## config.mk

```make
export PLATFORM = sky130hd
export DESIGN_NAME = quad_decoder
export DESIGN_NICKNAME = d
export VERILOG_FILES = /design/src/rtl/qdec_pkg.sv /design/src/rtl/qdec_sync_filter.sv /design/src/rtl/quad_decoder.sv
export SDC_FILE = /design/constraint.sdc
export NUM_CORES = 1
export LEC_CHECK = 0
export CAP_MARGIN = 5
export CORE_ASPECT_RATIO = 0.9
export CORE_UTILIZATION = 53
export DETAILED_ROUTE_END_ITERATION = 10
export PLACE_DENSITY = 0.74
export RECOVER_POWER = 100
export SYNTH_ARGS = -nofsm -noshare
export SYNTH_HDL_FRONTEND = slang
export SYNTH_SLANG_ARGS = --single-unit
```

## constraint.sdc

```tcl
create_clock -name clk -period 3.49 [get_ports clk]
set_input_delay 1.047 -clock clk [delete_from_list [all_inputs] [get_ports clk]]
set_output_delay 1.047 -clock clk [all_outputs]
set_load 0.02 [all_outputs]
```

## src/rtl/qdec_pkg.sv

```systemverilog
// Shared definitions for the quadrature decoder: phase encodings,
// direction constants and the phase-step classification helper.
package qdec_pkg;

    localparam logic [1:0] PH_00 = 2'b00;
    localparam logic [1:0] PH_10 = 2'b10;
    localparam logic [1:0] PH_11 = 2'b11;
    localparam logic [1:0] PH_01 = 2'b01;

    localparam logic DIR_UP = 1'b1;
    localparam logic DIR_DN = 1'b0;

    typedef enum logic [1:0] {
        P00 = PH_00,
        P10 = PH_10,
        P11 = PH_11,
        P01 = PH_01
    } phase_e;

    typedef struct packed {
        logic valid;
        logic illegal;
        logic up;
    } step_t;

    // Position of a phase along the forward cycle 00 -> 10 -> 11 -> 01.
    function automatic logic [1:0] phase_pos(input logic [1:0] ph);
        logic [1:0] pos;
        case (ph)
            PH_00:   pos = 2'd0;
            PH_10:   pos = 2'd1;
            PH_11:   pos = 2'd2;
            default: pos = 2'd3;
        endcase
        return pos;
    endfunction

    // Classifies a phase change: one position forward is up, one back is
    // down, two positions apart is an illegal two-bit jump.
    function automatic step_t qdec_step(input logic [1:0] prev, input logic [1:0] next);
        step_t      res;
        logic [1:0] delta;
        delta       = phase_pos(next) - phase_pos(prev);
        res.valid   = (delta == 2'd1) || (delta == 2'd3);
        res.illegal = (delta == 2'd2);
        res.up      = (delta == 2'd1);
        return res;
    endfunction

endpackage

```

## src/rtl/qdec_sync_filter.sv

```systemverilog
// Input synchronizer plus stability filter for the A/B encoder phases.
// Emits the accepted phase and a one-cycle event whenever it changes.
module qdec_sync_filter
    import qdec_pkg::*;
#(
    parameter int SYNC_STAGES = 2,
    parameter int FILTER_LEN  = 4
) (
    input  logic       clk,
    input  logic       rst,
    input  logic       enc_a,
    input  logic       enc_b,
    input  logic       force_accept,
    output logic [1:0] phase,
    output logic       event_pulse
);

    localparam int CW = $clog2(FILTER_LEN + 1);
    localparam logic [CW-1:0] FULL = CW'(FILTER_LEN);

    logic [SYNC_STAGES-1:0] sync_a;
    logic [SYNC_STAGES-1:0] sync_b;
    logic [1:0]             synced;
    logic [1:0]             prev_pair;
    logic [CW-1:0]          stab_cnt;
    logic [CW-1:0]          stab_nxt;
    logic                   accept;

    assign synced = {sync_a[SYNC_STAGES-1], sync_b[SYNC_STAGES-1]};

    // Next stability count, plus the accept decision; a forced accept only
    // fires on the cycle the count first saturates so it cannot repeat.
    always_comb begin
        stab_nxt = stab_cnt;
        if (synced != prev_pair) begin
            stab_nxt = '0;
        end else if (stab_cnt != FULL) begin
            stab_nxt = stab_cnt + CW'(1);
        end
        accept = (stab_nxt == FULL) &&
                 ((synced != phase) || (force_accept && (stab_cnt != FULL)));
    end

    // Synchronizer shift, stability counter and accepted-phase register.
    always_ff @(posedge clk) begin
        if (rst) begin
            sync_a      <= '0;
            sync_b      <= '0;
            prev_pair   <= PH_00;
            stab_cnt    <= '0;
            phase       <= PH_00;
            event_pulse <= 1'b0;
        end else begin
            sync_a      <= {sync_a[SYNC_STAGES-2:0], enc_a};
            sync_b      <= {sync_b[SYNC_STAGES-2:0], enc_b};
            prev_pair   <= synced;
            stab_cnt    <= stab_nxt;
            event_pulse <= accept;
            if (accept) begin
                phase <= synced;
            end
        end
    end

endmodule

```

## src/rtl/quad_decoder.sv

```systemverilog
// Quadrature decoder top: phase FSM, wrapping position counter,
// sticky illegal-jump flag and the post-reset init handling.
module quad_decoder
    import qdec_pkg::*;
#(
    parameter int WIDTH       = 6,
    parameter int SYNC_STAGES = 2,
    parameter int FILTER_LEN  = 4
) (
    input  logic             clk,
    input  logic             rst,
    input  logic             enc_a,
    input  logic             enc_b,
    input  logic             clr,
    input  logic             err_clr,
    output logic [WIDTH-1:0] count,
    output logic             dir,
    output logic             step,
    output logic             err
);

    logic [1:0] acc_phase;
    logic       evt;
    logic       init;
    phase_e     state;
    step_t      step_res;

    qdec_sync_filter #(
        .SYNC_STAGES (SYNC_STAGES),
        .FILTER_LEN  (FILTER_LEN)
    ) u_sync_filter (
        .clk          (clk),
        .rst          (rst),
        .enc_a        (enc_a),
        .enc_b        (enc_b),
        .force_accept (init),
        .phase        (acc_phase),
        .event_pulse  (evt)
    );

    // Classify the move from the current FSM state to the newly accepted phase.
    always_comb begin
        step_res = qdec_step(state, acc_phase);
    end

    // Phase FSM with counter, direction, step pulse and sticky error; clr
    // overrides the count and suppresses the step while the FSM keeps tracking.
    always_ff @(posedge clk) begin
        if (rst) begin
            state <= P00;
            init  <= 1'b1;
            count <= '0;
            dir   <= DIR_DN;
            step  <= 1'b0;
            err   <= 1'b0;
        end else begin
            step <= 1'b0;
            if (err_clr) begin
                err <= 1'b0;
            end
            if (evt) begin
                state <= phase_e'(acc_phase);
                if (init) begin
                    init <= 1'b0;
                end else if (step_res.illegal) begin
                    err <= 1'b1;
                end else if (step_res.valid && !clr) begin
                    step  <= 1'b1;
                    dir   <= step_res.up ? DIR_UP : DIR_DN;
                    count <= step_res.up ? count + WIDTH'(1) : count - WIDTH'(1);
                end
            end
            if (clr) begin
                count <= '0;
            end
        end
    end

endmodule
```

After elaboration in Yosys (flattened, before gate mapping)

Cells that the tools add are included.
Widths: inputs -> output; s select.

Register bits: 24
Bits of input ports: 6
Output and inout bits: 9
Word-level logic and storage cells: 52

Add/sub/neg operators: 4
Eq/ne operators: 11
Muxes and demuxes: 11
Bitwise logic cells: 3
Reductions and logical operators: 11

Operators by type and width:

| operator            | count |
|---|---|
| $eq 2x2->1 const B  | 6 |
| $pmux 2 s3          | 2 |
| $add 6x1->6 const B | 1 |
| $mux 1              | 6 |
| $mux 3              | 2 |
| $mux 6              | 1 |
| $sub 6x1->6 const B | 1 |
| $logic_not 2->1     | 2 |
| $ne 2x2->1          | 2 |
| $reduce_and 4->1    | 1 |
| $reduce_or 4->1     | 1 |
| $add 3x1->3 const B | 1 |
| $eq 3x3->1 const B  | 1 |
| $logic_and 1x1->1   | 3 |
| $ne 3x3->1 const B  | 1 |
| $not 1->1           | 3 |
| $eq 2x1->1 const B  | 1 |
| $logic_or 1x1->1    | 2 |
| $reduce_or 2->1     | 1 |
| $sub 2x2->2         | 1 |
| $logic_not 1->1     | 1 |

Longest topological paths before layout

Word-level depth: 7
Mapped depth: 12
Depth with buffers taken out: 12

Modules after synthesis

From an unflattened synthesis, not the netlist that was laid out.

Cell total of the unflattened synthesis: 131
Area, all modules: 1,251.2 µm²

By module, submodules not included:

| module           | times used | cells each | area each (µm²) | sequential area each (µm²) |
|---|---|---|---|---|
| quad_decoder     | 1          | 82         | 726.9           | 240.2 |
| qdec_sync_filter | 1          | 49         | 524.3           | 240.2 |

Worst setup path after synthesis

No wires, ideal clock.

Kind: register -> register
From: register u_sync_filter.phase[1]
To: register count[5]
Setup time: 0.061 ns
Arrival: 2.763 ns
Data required time: 3.429 ns
Path slack: 0.666 ns
Stages on the path, launching flop included: 12
Buffers on the path: 0
Clock period less this slack: 2.824 ns
Cell sequence: dfxtp_1 > inv_1 > ha_1 > ha_1 > xor3_1 > or2_1 > ha_1 > a211oi_1 > o21ai_0 > a21o_1 > a311o_1 > nand2_1

Cells in the longest elaborated chain, start to end: 7
Elaborated cells between the ends (all ways): 13
Classes of those cells: 1 x add/sub; 5 x eq/ne; 2 x mux; 1 x bitwise; 4 x reduce/logical

RTL lines:

| item                                          | line                           | RTL |
|---|---|---|
| start, declared                               | qdec_sync_filter.sv:14         | `output logic [1:0] phase,` |
| start signal, assigned                        | qdec_sync_filter.sv:60         | `phase <= synced;` |
| $eq 2x2->1 or $logic_not 2->1 (tied branches) | qdec_pkg.sv:29                 | `case (ph)` |
| $pmux 2 s3 (*)                                | qdec_pkg.sv:29                 |  |
| $sub 2x2->2 (*)                               | qdec_pkg.sv:43                 | `delta = phase_pos(next) - phase_pos(prev);` |
| $eq 2x1->1 or $eq 2x2->1 (tied branches)      | qdec_pkg.sv:44, qdec_pkg.sv:46 |  |
| $logic_or 1x1->1                              | qdec_pkg.sv:44                 | `res.valid = (delta == 2'd1) \|\| (delta == 2'd3);` |
| $logic_and 1x1->1                             | quad_decoder.sv:67             | `end else if (step_res.valid && !clr) begin` |
| $reduce_and 4->1 (no source line)             | --                             |  |
| end signal, assigned                          | quad_decoder.sv:70             | `count <= step_res.up ? count + WIDTH'(1) : count - WIDTH'(1);` |
| end, declared                                 | quad_decoder.sv:16             | `output logic [WIDTH-1:0] count,` |

Mark *: on every way between the ends. The rest lies on a longest branch, timed or not.
A chain may end at the register's enable or synchronous reset.

Worst setup path after layout

Ends and elaborated chain as after synthesis.

==> out/metrics.cfg <==
[run_status]
status = completed

[routing]
first_pass_iters = 4
vias = 840
wl_um = 1960
drt-vias-per-instance = 5.03
drcViolationCount = 0
final_antenna_net_count = 0
drtIter0Drc = 7
wl_per_cell_um = 11.8

[sta]
tns_ns = 0
finClkSkew_ns = 0.00175
holdWs_ns = 0.459
setup_viol = 0
finalCriticalPeriod_ns = 3.10
max_clock_freq_mhz = 323
hold_viol = 0
rsz0062_at_grt = no
drv_slew = 0
min_period_over_period_pct = 88.8
max-slew-margin-rel_pct = 14.6
worst_pin_slew_ns = 1.27

[yosys]
seq_area_frac_synth_pct = 39.6
synth_area_leaders = dfxtp_1, ha_1, mux2i_1
ys_async_sr_fraction_pct = 0
synthFlopType = dfxtp_1
synth_seq_cells = 24
synth.distinct_cells = 32
synth_edf_count = 0
avgSynthCellArea_um2 = 9.86
netlist_area_um2 = 1210
synth_cells = 123
yosysWarningCount = 0
synth.top_cell.area_share_pct = 39.6
synth_nets = 141
synth_area_leader_cell = dfxtp_1

[clocking]
cts_tree = yes
cts_resized = 0
numCtsBuffers = 3
path_clk_slew_ns = 0.13
htreeDepth = 1
tritoncts_num_sinks = 24
clock_latency_ns = 0.32
clock_path_buffers = 2
post-cts-setup-buffer-count = 0
ctsHoldBuffers = 0
clockRootBuffer = clkbuf_4

[die]
dieWidth_um = 52.4
die_area_um2 = 2480
ios = 15
num_rows = 16
dieHeight_um = 47.4
start_util_pct = 56.1
core_area_um2 = 2160

[power]
power_density_nw_per_um2 = 366
max-vdd-ir-drop_uv = 360
p_total_uw = 521
p_leak_nw = 0.611

[global_routing]
grt_max_degree = 15
grt_overflow = 0
first_global_vias = 734
grt_pass1_wl_um = 3190
antenna_found_initial = 0
grt_use_total_pct = 18.3

[final_layout]
final_cell_mix = dfxtp_1, nor2_1, ha_1, dlygate4sd3_1
diodes = 0
syn_to_final_growth_pct = 17.4
utilization_pct = 65.9
nNetsFinal = 159
final_common_cell = dfxtp_1
drive_gt1_share_pct = 5.00

[setup_path]
crit_path_start_kind = register
critPathBufInv = 1
path_max_fanout = 5
crit_arrival_ns = 3.37
cp_common_cell = ha_1
crit_chain = inv_1 > ha_1 > ha_1 > xor3_1 > or2_0 > ha_1 > a211oi_1 > o21ai_0 > a21o_1 > a311o_1 > nand2_1
crit_slowest_cell = dfxtp_1
cpPeakStageDelay_ns = 0.43
end_kind = register
critPathTopFamily = compound AO/OA/AOI/OAI gates
worst-endpoint-required_ns = 3.76
criticalPathCategory = register to register

[run]
cap_violations = 0

[place]
port_buffers = 14
gp_congestion = 0.751
dp_hpwl_um = 1530

[min_path]
hp-class = register to register

-- worst paths after layout --
check | start | cells past startpoint | slack [ns] | to
hold / removal | u_sync_filter.sync_a[0] | 1 | 0.46 | u_sync_filter.sync_a[1]
setup / recovery | u_sync_filter.phase[1] | 11 | 0.39 | count[5]
hold reg to reg | u_sync_filter.sync_a[0] | 1 | 0.46 | u_sync_filter.sync_a[1]
setup reg to reg | u_sync_filter.phase[1] | 11 | 0.39 | count[5]
-- sequential cells by signal (all words and copies together), names as in the netlist, 2 cells and up --
signal / count
u_sync_filter.sync_b: 2
u_sync_filter.prev_pair: 2
count: 6
u_sync_filter.sync_a: 2
u_sync_filter.phase: 2
u_sync_filter.stab_cnt: 3
state: 2
-- layout make-up --
cell class / instances / area [um2]
Clock buffer: 3 / 22.5
Clock inverter: 1 / 30.0
Fill cell: 192 / 738
Inverter: 7 / 26.3
Multi-Input combinational cell: 90 / 687
Sequential cell: 24 / 480
Tap cell: 27 / 33.8
Timing Repair Buffer: 15 / 144
-- worst register-to-register path, delay by kind of cell (launching register included) --
family / cells / cell delay [ns]
and+or+nand+nor: 2 / 0.41
AOI/OAI and AO/OA: 4 / 0.89
xor gates and xnor gates: 1 / 0.43
DFF: 1 / 0.43
adders and majority gates: 3 / 0.81
buffers and inverters: 1 / 0.07
-- through the flow --
step                      cell area (um2)  std cells  setup WS, ns
after global placement               1390        163         0.571
after floorplan                      1210        123         0.666
after global routing                 1420        167         0.204
after CTS                            1440        167         0.435
final                                1420        167         0.391
after detailed placement             1390        163         0.469
-- cells in the mapped netlist, types with 2 or more instances --
library cell	instances
o21ai_0	3
or2_1	2
ha_1	11
nand2b_1	3
dfxtp_1	24
a21o_1	4
xor2_1	4
clkbuf_1	2
inv_1	7
nor2_1	17
mux2i_1	7
nor2b_1	7
a21oi_1	4
a211oi_1	3
nand3_1	2
nand2_1	3
xnor2_1	5
-- logic make-up after synthesis --
logic type	count (synthesis)	share of synthesized area, %
simple gates	43	19.1
flops	24	39.6
buf+inv	9	2.79
mux	7	5.78
fa+ha+maj	12	13.0
compound gates	18	11.2
xor+xnor	10	8.46
-- power by group --
part           switching (mW)  internal (mW)  leakage [nW]
clock network          0.0864          0.116        0.0279
logic                  0.0165         0.0163         0.388
registers             0.00543          0.280         0.195
-- metal layers --
layer  vias to the layer above  global-route usage, %  wire, um
met3                         4                   6.80        80
met4                         0                   6.32        25
li1                        455                      -         -
met2                        15                   25.1       825
met5                         -                      0         0
met1                       366                   26.3      1030
Note: power is estimated with default switching activity, not from simulation.
